**config.mk**
```make
export PLATFORM = sky130hd
export DESIGN_NAME = apb_master_bridge
export DESIGN_NICKNAME = d
export VERILOG_FILES = /design/src/rtl/apb_pkg.sv /design/src/rtl/apb_timeout_cnt.sv /design/src/rtl/apb_master_bridge.sv
export SDC_FILE = /design/constraint.sdc
export NUM_CORES = 1
export LEC_CHECK = 0
export CELL_PAD_IN_SITES_DETAIL_PLACEMENT = 1
export CELL_PAD_IN_SITES_GLOBAL_PLACEMENT = 2
export CORE_UTILIZATION = 23
export CTS_CLUSTER_DIAMETER = 40
export CTS_CLUSTER_SIZE = 25
export DETAILED_ROUTE_END_ITERATION = 8
export PLACE_DENSITY_LB_ADDON = 0.2
export REMOVE_ABC_BUFFERS = 1
export SYNTH_ARGS = -nofsm -noshare
export SYNTH_HDL_FRONTEND = slang
export SYNTH_SLANG_ARGS = --single-unit
```
**constraint.sdc**
```tcl
create_clock -name PCLK -period 3 [get_ports PCLK]
set_input_delay 0.9 -clock PCLK [delete_from_list [all_inputs] [get_ports PCLK]]
set_output_delay 0.9 -clock PCLK [all_outputs]
set_load 0.03 [all_outputs]
```
**src/rtl/apb_pkg.sv**
```systemverilog
// Shared types and APB address map for the LSU-to-APB bridge and its peripherals.
// Combinational definitions only: no latency and no backpressure.
package apb_pkg;

  typedef enum logic [1:0] {APB_IDLE, APB_SETUP, APB_ACCESS} apb_state_e;

  localparam int TOCNT_W = 8;

  localparam logic [31:0] TIMER_BASE      = 32'h0000_0000;
  localparam logic [31:0] TIMER_CTRL_ADDR = 32'h0000_0004;
  localparam logic [31:0] LED_REG_ADDR    = 32'h0000_0010;
  localparam logic [31:0] SWITCH_REG_ADDR = 32'h0000_0020;

endpackage

```
**src/rtl/apb_timeout_cnt.sv**
```systemverilog
// Saturating ACCESS-wait counter; hit_o fires combinationally on the wait cycle that reaches LIMIT.
// No backpressure; LIMIT of 0 disables hit_o. The count never wraps.
module apb_timeout_cnt
  import apb_pkg::*;
#(
  parameter int LIMIT = 255
) (
  input  logic clk_i,
  input  logic rst_i,
  input  logic clr_i,
  input  logic en_i,
  output logic hit_o
);

  localparam logic [TOCNT_W-1:0] LIMIT_V = TOCNT_W'(LIMIT);

  logic [TOCNT_W-1:0] cnt_q, cnt_d, cnt_inc;

  assign cnt_inc = (cnt_q == '1) ? cnt_q : cnt_q + 1'b1;

  // Compare the post-increment value, so LIMIT stalled ACCESS cycles end the transfer.
  assign hit_o = en_i && (LIMIT != 0) && (cnt_inc == LIMIT_V);

  always_comb begin
    cnt_d = cnt_q;
    if (clr_i) begin
      cnt_d = '0;
    end else if (en_i) begin
      cnt_d = cnt_inc;
    end
  end

  always_ff @(posedge clk_i) begin
    if (rst_i) begin
      cnt_q <= '0;
    end else begin
      cnt_q <= cnt_d;
    end
  end

endmodule

```
**src/rtl/apb_master_bridge.sv**
```systemverilog
// Single-outstanding APB3 requester: the response pulse arrives 3 cycles after accept when PREADY is high.
// Backpressure: o_req_ready is high only in IDLE; slave waits stretch ACCESS until PREADY or timeout.
module apb_master_bridge
  import apb_pkg::*;
#(
  parameter int ADDR_W      = 32,
  parameter int DATA_W      = 32,
  parameter int TIMEOUT_CYC = 255
) (
  input  logic              PCLK,
  input  logic              PRESET,
  input  logic              i_req_valid,
  output logic              o_req_ready,
  input  logic              i_req_write,
  input  logic [ADDR_W-1:0] i_req_addr,
  input  logic [DATA_W-1:0] i_req_wdata,
  output logic              o_rsp_valid,
  output logic [DATA_W-1:0] o_rsp_rdata,
  output logic              o_rsp_err,
  output logic              PSEL,
  output logic              PENABLE,
  output logic              PWRITE,
  output logic [ADDR_W-1:0] PADDR,
  output logic [DATA_W-1:0] PWDATA,
  input  logic [DATA_W-1:0] PRDATA,
  input  logic              PREADY,
  input  logic              PSLVERR
);

  apb_state_e        state_q, state_d;
  logic              psel_q, psel_d;
  logic              penable_q, penable_d;
  logic              pwrite_q, pwrite_d;
  logic [ADDR_W-1:0] paddr_q, paddr_d;
  logic [DATA_W-1:0] pwdata_q, pwdata_d;
  logic              rsp_valid_q, rsp_valid_d;
  logic [DATA_W-1:0] rsp_rdata_q, rsp_rdata_d;
  logic              rsp_err_q, rsp_err_d;
  logic              cnt_clr, cnt_en, cnt_hit;

  apb_timeout_cnt #(
    .LIMIT (TIMEOUT_CYC)
  ) u_timeout (
    .clk_i (PCLK),
    .rst_i (PRESET),
    .clr_i (cnt_clr),
    .en_i  (cnt_en),
    .hit_o (cnt_hit)
  );

  always_comb begin
    state_d     = state_q;
    psel_d      = psel_q;
    penable_d   = penable_q;
    pwrite_d    = pwrite_q;
    paddr_d     = paddr_q;
    pwdata_d    = pwdata_q;
    rsp_valid_d = 1'b0;
    rsp_rdata_d = rsp_rdata_q;
    rsp_err_d   = rsp_err_q;
    cnt_clr     = 1'b0;
    cnt_en      = 1'b0;
    unique case (state_q)
      APB_IDLE: begin
        if (i_req_valid) begin
          paddr_d  = i_req_addr;
          pwrite_d = i_req_write;
          pwdata_d = i_req_wdata;
          psel_d   = 1'b1;
          state_d  = APB_SETUP;
        end
      end
      APB_SETUP: begin
        penable_d = 1'b1;
        cnt_clr   = 1'b1;
        state_d   = APB_ACCESS;
      end
      APB_ACCESS: begin
        if (PREADY) begin
          psel_d      = 1'b0;
          penable_d   = 1'b0;
          rsp_valid_d = 1'b1;
          rsp_rdata_d = (!pwrite_q && !PSLVERR) ? PRDATA : '0;
          rsp_err_d   = PSLVERR;
          state_d     = APB_IDLE;
        end else begin
          cnt_en = 1'b1;
          if (cnt_hit) begin
            psel_d      = 1'b0;
            penable_d   = 1'b0;
            rsp_valid_d = 1'b1;
            rsp_rdata_d = '0;
            rsp_err_d   = 1'b1;
            state_d     = APB_IDLE;
          end
        end
      end
      default: begin
        psel_d    = 1'b0;
        penable_d = 1'b0;
        state_d   = APB_IDLE;
      end
    endcase
  end

  always_ff @(posedge PCLK) begin
    if (PRESET) begin
      state_q     <= APB_IDLE;
      psel_q      <= 1'b0;
      penable_q   <= 1'b0;
      pwrite_q    <= 1'b0;
      paddr_q     <= '0;
      pwdata_q    <= '0;
      rsp_valid_q <= 1'b0;
      rsp_rdata_q <= '0;
      rsp_err_q   <= 1'b0;
    end else begin
      state_q     <= state_d;
      psel_q      <= psel_d;
      penable_q   <= penable_d;
      pwrite_q    <= pwrite_d;
      paddr_q     <= paddr_d;
      pwdata_q    <= pwdata_d;
      rsp_valid_q <= rsp_valid_d;
      rsp_rdata_q <= rsp_rdata_d;
      rsp_err_q   <= rsp_err_d;
    end
  end

  // Ready depends on registered state only, never on APB inputs.
  assign o_req_ready = (state_q == APB_IDLE);
  assign o_rsp_valid = rsp_valid_q;
  assign o_rsp_rdata = rsp_rdata_q;
  assign o_rsp_err   = rsp_err_q;
  assign PSEL        = psel_q;
  assign PENABLE     = penable_q;
  assign PWRITE      = pwrite_q;
  assign PADDR       = paddr_q;
  assign PWDATA      = pwdata_q;

endmodule

```
Word-level counts from Yosys, hierarchy flattened:

Cells that the tools add are included.
Widths: inputs -> output; s select.

* shift operators: 0
* eq/ne operators: 6
* add/sub/neg operators: 1
* reduce and logical (&&, ||, !) cells: 13
* order comparisons: 0
* multiply operators: 0
* bitwise logic cells: 3
* div/mod/pow operators: 0
* mux-type cells: 20

Operators by type and width (number)
* $mux 32: 3
* $eq 8x8->1 const B: 2
* $mux 1: 10
* $add 8x1->8 const B: 1
* $mux 8: 1
* $reduce_and 2->1: 4
* $mux 2: 3
* $pmux 1 s3: 2
* $pmux 2 s3: 1
* $reduce_or 2->1: 2
* $ne 3x3->1 const B: 1
* $not 1->1: 3
* $reduce_and 3->1: 1
* $eq 2x1->1 const B: 1
* $eq 2x2->1 const B: 1
* $logic_and 1x1->1: 2
* $logic_not 1->1: 2
* $logic_not 2->1: 1
* $ne 2x2->1 const B: 1
* $reduce_bool 2->1: 1

* memories kept: 0
* memory bits (writable): 0
* bits of input ports: 102
* logic and storage cells: 53
* bits in latches: 0
* output and inout port bits: 102
* register bits: 111
* ROM bits: 0

Longest topological paths before layout:

Gate-level depths: netlist of run 1.

* word-level depth: 7
* mapped depth: 8
* gate-level depth less buffers: 6

Modules after synthesis:

A second synthesis of run 1 with hierarchy kept.

* cells, all modules: 444
* area total of the unflattened synthesis: 4006.3 um^2

By module, submodules not included
* apb_master_bridge: cells each 380, area each 3482.1 um^2, instances 1, sequential area each 2062.0 um^2
* apb_timeout_cnt: cells each 64, area each 524.3 um^2, instances 1, sequential area each 160.2 um^2

Worst setup path after synthesis of run 1:

OpenSTA, ideal clock, no wires.

* kind: reg2reg
* start: register u_timeout.cnt_q[1]
* end: register rsp_rdata_q[22] (netlist: o_rsp_rdata[22])
* setup time: 122 ps
* data required time: 2878 ps
* cell stages (with the launch flop): 9
* setup slack: 840 ps
* buffers on the path: 2
* period minus slack after synthesis: 2160 ps
* arrival: 2038 ps
* path through: dfxtp_1 -> ha_1 -> and4_1 -> a32oi_1 -> or3_4 -> o21ba_1 -> buf_6 -> buf_6 -> a221o_1

* longest elaborated chain between the ends: 6
* elaborated cells on any way between the ends: 7
* classes of those cells: 1 x add/sub; 2 x eq/ne; 1 x mux; 3 x reduce/logical

RTL lines
* start: declaration: RTL line apb_timeout_cnt.sv:17 `logic [TOCNT_W-1:0] cnt_q, cnt_d, cnt_inc;`
* start signal: assignment: RTL line apb_timeout_cnt.sv:37 `cnt_q <= cnt_d;`
* $add 8x1->8 or $eq 8x8->1 (tied branches): RTL line apb_timeout_cnt.sv:19 `assign cnt_inc = (cnt_q == '1) ? cnt_q : cnt_q + 1'b1;`
* $mux 8 (*): RTL line apb_timeout_cnt.sv:19
* $eq 8x8->1 (*): RTL line apb_timeout_cnt.sv:22 `assign hit_o = en_i && (LIMIT != 0) && (cnt_inc == LIMIT_V);`
* $logic_and 1x1->1 (*): RTL line apb_timeout_cnt.sv:22
* $reduce_bool 2->1 (no line) (*)
* $reduce_and 2->1 (no line) (*)
* end signal: assignment: RTL line apb_master_bridge.sv:125 `rsp_rdata_q <= rsp_rdata_d;`
* end: declaration: RTL line apb_master_bridge.sv:37 `logic [DATA_W-1:0] rsp_rdata_q, rsp_rdata_d;`

Mark *: on every way between the ends. The rest lies on a longest branch, timed or not.
A chain may end at the register's enable or synchronous reset.

Final worst setup path of run 1:

* start: register state_q[0]
* end: output port o_req_ready

* longest elaborated chain between the ends: 1

RTL lines
* start: declaration: RTL line apb_master_bridge.sv:30 `apb_state_e state_q, state_d;`
* start signal: assignment: RTL line apb_master_bridge.sv:118 `state_q <= state_d;`
* $logic_not 2->1: RTL line apb_master_bridge.sv:131 `assign o_req_ready = (state_q == APB_IDLE);`
* end: declaration: RTL line apb_master_bridge.sv:13 `output logic o_req_ready,`

Every way passes these cells.

==> results of run 1 <==
-- through the flow --
stage | TNS, ps | power [mW] | setup WS [ps] | util
finish | 0 | 3.47 | 422 | 0.370
global route | 0 | 3.64 | 307 | 0.370
CTS | 0 | 3.55 | 391 | 0.370
detailed placement | 0 | 2.27 | 511 | 0.354
global placement | 0 | 2.26 | 519 | 0.354
floorplan | -26390 | 1.89 | -824 | -
-- cell usage in the layout (no fill, tap or decap), types with 2 or more instances in the layout --
cell type        instances
and2b_1                  2
o21ai_0                  3
nand4_1                  5
and3_1                   2
a211oi_1                 2
clkdlybuf4s50_1        202
buf_4                    8
nand2b_1                 3
nor2_1                  10
buf_12                   2
a21oi_1                 70
xor2_1                   2
xnor2_1                  2
a221o_1                 32
nor3b_1                  2
nand3_1                  2
clkinv_4                 2
dfxtp_1                111
and4_1                   3
mux2i_1                  3
nor3_1                   4
clkbuf_16                9
nor2b_1                 65
nand2_1                135
-- power by group --
part,switching (mW),leakage (nW),total (mW),internal [mW]
clock network,0.574,0.149,1.25,0.676
logic,0.339,1.52,0.640,0.301
registers,0.0397,0.906,1.58,1.54
-- sequential cells by signal, summed over array words and instances, names as in the netlist --
| register | count |
|---|---|
| PADDR | 32 |
| state_q | 2 |
| PENABLE | 1 |
| o_rsp_err | 1 |
| PSEL | 1 |
| o_rsp_valid | 1 |
| o_rsp_rdata | 32 |
| PWDATA | 32 |
| u_timeout.cnt_q | 8 |
| PWRITE | 1 |
-- cells by family after synthesis --
group                    synth area share
AND/OR/NAND/NOR                     0.262
adder cells (fa/ha/maj)           0.00284
XOR/XNOR                          0.00795
buffers and inverters              0.0432
multiplexers                      0.00682
flip-flops                          0.504
AO/OA/AOI/OAI                       0.173
-- layer usage --
| metal | GRT usage | part of all wire | vias to the layer above |
|---|---|---|---|
| met5 | 0 | 0 | - |
| met4 | 0.0521 | 0.013 | 0 |
| met3 | 0.0458 | 0.070 | 10 |
| met2 | 0.247 | 0.45 | 138 |
| met1 | 0.183 | 0.47 | 2024 |
| li1 | - | - | 2103 |
-- layout make-up --
| cell class | instances | area [um2] |
|---|---|---|
| Sequential cell | 111 | 2220 |
| Tap cell | 234 | 293 |
| Fill cell | 2166 | 11800 |
| Clock buffer | 10 | 239 |
| Clock inverter | 6 | 68.8 |
| Multi-Input combinational cell | 363 | 2000 |
| Timing Repair Buffer | 212 | 2120 |
-- critical path, cell delays in order (launching register included) --
cell and delay [ps]:
dfxtp_1 400, nor2_1 220, clkdlybuf4s50_1 710
-- worst max-delay path by stage --
stage / start / to / slack [ps]
3_5_place_dp: u_timeout.cnt_q[0] / o_rsp_rdata[30] / 510
6_report: state_q[0] / o_req_ready / 420
4_1_cts: state_q[0] / o_req_ready / 390
2_1_floorplan: state_q[1] / o_rsp_rdata[0] / -820
5_1_grt: state_q[0] / o_req_ready / 310
3_3_place_gp: PREADY / u_timeout.cnt_q[3] / 520
==> out/qor.yml, run 1 <==
cts:
  cts_hold_buf: 0
  cts_tree: "built"
  postCtsSetupRepairBufs: 0
  ctsRootBufferMaster: "clkbuf_16"
  worstSkewPairLatency_ps: 350
  cts.repair.resized: 0
  cts_buffer_depth: 2
  htree_levels: 3
  cts_made_buffers: 9
  clock_sinks: 111
  clkTransAtPathRegs_ps: 70
power:
  ir_worst_vdd_uv: 275
  power.density_nw_per_um2: 500
  power_leakage_nw: 2.58
layout:
  syn2layout_area_growth_pct: 57.7
  fin_area_um2: 6950
  antenna_cells: 0
  nets: 800
  layout-drive-gt1-share: 0.0442
  final_cells: 936
worst_setup_path:
  regToRegStartpoint: "u_timeout.cnt_q[0]"
  worstSetupPathType: "reg -> out"
  rr_worst_depth: 7
  cp-start-kind: "register"
  worst-path-max-fanout: 7
  crit_path_end_kind: "primary output"
  cp.arrival_ps: 1680
  r2r_end: "o_rsp_rdata[30]"
  rrSetupSlack_ps: 490
  crit_required_ps: 2100
route:
  num_vias: 4275
  wirelength_um: 14700
  drt_iter0_drc: 172
  drc: 0
  wl_per_cell_um: 15.7
  routed_via_density: 4.57
  drt-pass1-iter-count: 4
  final_antenna_net_count: 0
placement:
  dp.cells: 920
  numPortBuffers: 203
  post_dp_cell_area_um2: 6640
  hpwl_um: 10100
  place.gp.congestion: 0.762
global_routing:
  grt.overflow.total: 0
  grt_use_total: 0.149
  grt_pass1_wl_um: 23200
  grt_antenna_before_repair: 0
  grt_max_degree: 66
  grt_pass1_vias: 4436
synth:
  ys_ff_latch: 111
  synth_cell_types: 37
  synth-seq-area-share: 0.504
  synth_edf_count: 0
  yosysTopAreaCell: "dfxtp_1"
  syn_avg_cell_area_um2: 8.57
  ys.flop_type: "dfxtp_1"
  yosys-top-cells-count: "nand2_1 (136), dfxtp_1 (111), a21oi_1 (70), nor2b_1 (66), a221o_1 (32)"
  yosysWarnings: 0
  yosys.cell_count.top_type: "nand2_1"
  ys_top_cells_by_area: "dfxtp_1 (50%), nand2_1 (12%), nor2b_1 (9.4%), a21oi_1 (8.0%), a221o_1 (7.3%)"
  netlist_area_um2: 4410
  netlist_instances: 514
  netlist.area_leader.share: 0.504
  synthArstFlopShare: 0
floorplan:
  die_w_um: 140
  rows: 50
  die_y_um: 140
  initial_core_util: 0.235
  core_region_area_um2: 18800
  io_pins: 204
  die-area_um2: 19700
sta:
  finalSetupViolations: 0
  drv_slew: 0
  rsz0062_at_grt: "no"
  period_minus_slack_ps: 2580
  slew_headroom: 0.670
  finClkSkew_ps: 7.79
  min_period_over_period: 0.859
  fmax_mhz: 388
  worstMarginPinSlew_ps: 496
  finalHoldViolCount: 0
  hold_ws_ps: 454
hold_path:
  hold_start: "PADDR[18]"
  worst_hold_path.endpoint: "PADDR[18]"
  min_path_type: "reg -> reg"
  hold_path_depth: 2
outcome:
  status: "finished, final reports clean"
flow_run:
  cap_violations: 0
Note: power is estimated with default switching activity, not from simulation.
==> run 2: changes to the inputs <==
--- a/config.mk
+++ b/config.mk
@@ -7,7 +7,7 @@
 export LEC_CHECK = 0
 export CELL_PAD_IN_SITES_DETAIL_PLACEMENT = 1
 export CELL_PAD_IN_SITES_GLOBAL_PLACEMENT = 2
-export CORE_UTILIZATION = 23
+export CORE_UTILIZATION = 22
 export CTS_CLUSTER_DIAMETER = 40
 export CTS_CLUSTER_SIZE = 25
 export DETAILED_ROUTE_END_ITERATION = 8
@@ -15,4 +15,5 @@
 export REMOVE_ABC_BUFFERS = 1
 export SYNTH_ARGS = -nofsm -noshare
 export SYNTH_HDL_FRONTEND = slang
+export SYNTH_HIERARCHICAL = 1
 export SYNTH_SLANG_ARGS = --single-unit
==> out/qor.yml, run 2 <==
worst_setup_path:
  r2r_end: "o_rsp_rdata[25]"  # was o_rsp_rdata[30]
  cp.arrival_ps: 2910  # was 1680 ps
  rr_worst_depth: 9  # was 7
  cp-start-kind: "register"  # unchanged
  crit_required_ps: 3240  # was 2100 ps
  crit_path_end_kind: "register"  # was primary output
  worst-path-max-fanout: 32  # was 7
  regToRegStartpoint: "u_timeout/cnt_q[0]"  # was u_timeout.cnt_q[0]
  worstSetupPathType: "reg -> reg"  # was reg -> out
  rrSetupSlack_ps: 330  # was 490 ps
power:
  sw_frac_of_total: 0.264  # was 0.274
  power_leakage_nw: 2.38  # was 2.58 nW
  seq_power_share: 0.462  # was 0.456
  netSwitchingPower_mw: 0.901  # was 0.953 mW
  power.density_nw_per_um2: 521  # was 500 nW/um2
  p_clk_frac: 0.365  # was 0.360
  p_int_mw: 2.51  # was 2.52 mW
  pwr-share-comb: 0.173  # was 0.184
  ir_worst_vdd_uv: 256  # was 275 uV
global_routing:
  grt_use_total: 0.142  # was 0.149
  grt_pass1_wl_um: 20400  # was 23200 um
  grt_pass1_vias: 3927  # was 4436
  grt_antenna_before_repair: 0  # unchanged
  grt.overflow.total: 0  # unchanged
  grt_max_degree: 68  # was 66
sta:
  period_minus_slack_ps: 2670  # was 2580 ps
  rsz0062_at_grt: "no"  # unchanged
  worstMarginPinSlew_ps: 765  # was 496 ps
  slew_headroom: 0.490  # was 0.670
  finalSetupViolations: 0  # unchanged
  fmax_mhz: 374  # was 388 MHz
  finClkSkew_ps: 8.74  # was 7.79 ps
  finalHoldViolCount: 0  # unchanged
  min_period_over_period: 0.891  # was 0.859
  fin_setup_tns_ps: 0  # unchanged
  drv_slew: 0  # unchanged
layout:
  nets: 741  # was 800
  antenna_cells: 0  # unchanged
  final_util: 0.374  # was 0.370
  syn2layout_area_growth_pct: 63.5  # was 57.7%
  layout-drive-gt1-share: 0.0561  # was 0.0442
  layout_commonest_cell: "clkdlybuf4s50_1"  # unchanged
  layout_common_cells: "clkdlybuf4s50_1 (202), nand2_1 (131), dfxtp_1 (111)"  # was clkdlybuf4s50_1 (202), nand2_1 (135), dfxtp_1 (111)
  nFillCells: 1992  # was 2166
synth:
  yosys-top-cells-count: "nand2_1 (131), dfxtp_1 (111), a21oi_1 (71), a22o_1 (32), nor2_1 (13)"  # was nand2_1 (136), dfxtp_1 (111), a21oi_1 (70), nor2b_1 (66), a221o_1 (32)
  synthArstFlopShare: 0  # unchanged
  netlist_instances: 444  # was 514
  netlist.area_leader.share: 0.555  # was 0.504
  ys.flop_type: "dfxtp_1"  # unchanged
  netlist_area_um2: 4010  # was 4410 um2
  yosys.cell_count.top_type: "nand2_1"  # unchanged
  synth_edf_count: 0  # unchanged
  synth_cell_types: 44  # was 37
  yosysTopAreaCell: "dfxtp_1"  # unchanged
  ys_ff_latch: 111  # unchanged
  yosysWarnings: 6  # was 0
  synth-seq-area-share: 0.555  # was 0.504
  syn_avg_cell_area_um2: 9.02  # was 8.57 um2
  ys_top_cells_by_area: "dfxtp_1 (55%), nand2_1 (12%), a21oi_1 (8.9%), a22o_1 (7.0%), buf_6 (2.0%)"  # was dfxtp_1 (50%), nand2_1 (12%), nor2b_1 (9.4%), a21oi_1 (8.0%), a221o_1 (7.3%)
hold_path:
  hold_start: "PADDR[27]"  # was PADDR[18]
  min_path_type: "reg -> reg"  # unchanged
  worst_hold_path.endpoint: "PADDR[27]"  # was PADDR[18]
  hold_path_depth: 2  # unchanged
floorplan:
  io_pins: 204  # unchanged
  initial_core_util: 0.228  # was 0.235
  core_region_area_um2: 17500  # was 18800 um2
  die-area_um2: 18800  # was 19700 um2
  die_w_um: 137  # was 140 um
  rows: 48  # was 50
  die_y_um: 137  # was 140 um
cts:
  clock_sinks: 111  # unchanged
  htree_levels: 3  # unchanged
  worstSkewPairLatency_ps: 350  # about the same
  cts_tree: "built"  # unchanged
  cts_made_buffers: 9  # unchanged
  cts.repair.resized: 0  # unchanged
  postCtsSetupRepairBufs: 0  # unchanged
  cts_hold_buf: 0  # unchanged
  clkTransAtPathRegs_ps: 70  # about the same
  ctsRootBufferMaster: "clkbuf_16"  # unchanged
  cts_buffer_depth: 2  # unchanged
route:
  num_vias: 3805  # was 4275
  drt-pass1-iter-count: 4  # unchanged
  routed_via_density: 4.39  # was 4.57
  final_antenna_net_count: 0  # unchanged
  wl_per_cell_um: 15.5  # was 15.7 um
  drc: 0  # unchanged
  wirelength_um: 13400  # was 14700 um
  drt_iter0_drc: 166  # was 172
placement:
  hpwl_um: 9470  # was 10100 um
  numPortBuffers: 203  # unchanged
  place.gp.congestion: 0.731  # was 0.762
flow_run:
  cap_violations: 0  # unchanged
outcome:
  status: "finished, final reports clean"  # unchanged
==> run 2: layout make-up <==
class	count	area, um2	share of cell area
clock buffers	11	253	0.0386
clock inverters	4	53.8	0.00821
inverters	3	11.3	0.00172
multi-input cells	300	1600	0.245
flip-flops and latches	111	2220	0.339
well taps	225	282	0.0430
repair buffers	213	2130	0.325
==> run 2: cell families (layout without fill, tap and decap cells) <==
| family | Yosys count | count (layout) | share of synthesized area |
|---|---|---|---|
| buf+inv | 33 | 231 | 0.0472 |
| simple gates | 173 | 173 | 0.189 |
| xor+xnor | 4 | 4 | 0.00875 |
| fa+ha+maj | 1 | 1 | 0.00312 |
| mux | 1 | 1 | 0.00250 |
| compound gates | 121 | 121 | 0.195 |
| flops | 111 | 111 | 0.555 |
==> run 2: routing by layer <==
layer / share of wire / GRT usage
met5: 0 / 0
met4: 0.013 / 0.0495
met3: 0.10 / 0.0719
met1: 0.40 / 0.152
met2: 0.48 / 0.240
==> run 2: metrics by stage <==
stage / hold WS [ps] / total power, mW / area (um2) / cells / worst slack (ps)
5_1_grt: 478 / 3.58 / 6550 / 867 / 192
4_1_cts: 457 / 3.49 / 6550 / 867 / 341
3_5_place_dp: 447 / 2.21 / 6240 / 852 / 139
6_report: 453 / 3.41 / 6550 / 867 / 326
2_1_floorplan: 499 / 1.86 / 3830 / 414 / -103
3_3_place_gp: 442 / 2.20 / 6240 / 852 / 193
==> run 2: worst max path at each step <==
stage                      endpoint  slack (ps)          startpoint  depth (start not counted)
finish              o_rsp_rdata[25]         330  u_timeout/cnt_q[0]                          9
global route        o_rsp_rdata[14]         190  u_timeout/cnt_q[0]                          9
CTS                 o_rsp_rdata[25]         340  u_timeout/cnt_q[0]                          9
detailed placement  o_rsp_rdata[11]         140              PREADY                          9
global placement    o_rsp_rdata[18]         190              PREADY                          9
floorplan                  PADDR[0]        -100         i_req_valid                          3
==> run 2: critical path, cell delays in order (launching register included) <==
cell	delay, ps
dfxtp_1	440
ha_1	310
nand4_1	290
nor2_1	270
a211oi_1	130
nor4_1	430
nor2_1	110
o21a_1	220
buf_12	170
a22o_1	190
==> run 2: power groups by stage <==
stage / registers (mW) / logic (mW) / clock network (mW)
after floorplan: 1.73 / 0.127 / 0
after global placement: 1.61 / 0.592 / 0
after detailed placement: 1.61 / 0.599 / 0
after CTS: 1.58 / 0.602 / 1.31
after global routing: 1.58 / 0.634 / 1.36
final: 1.58 / 0.591 / 1.25
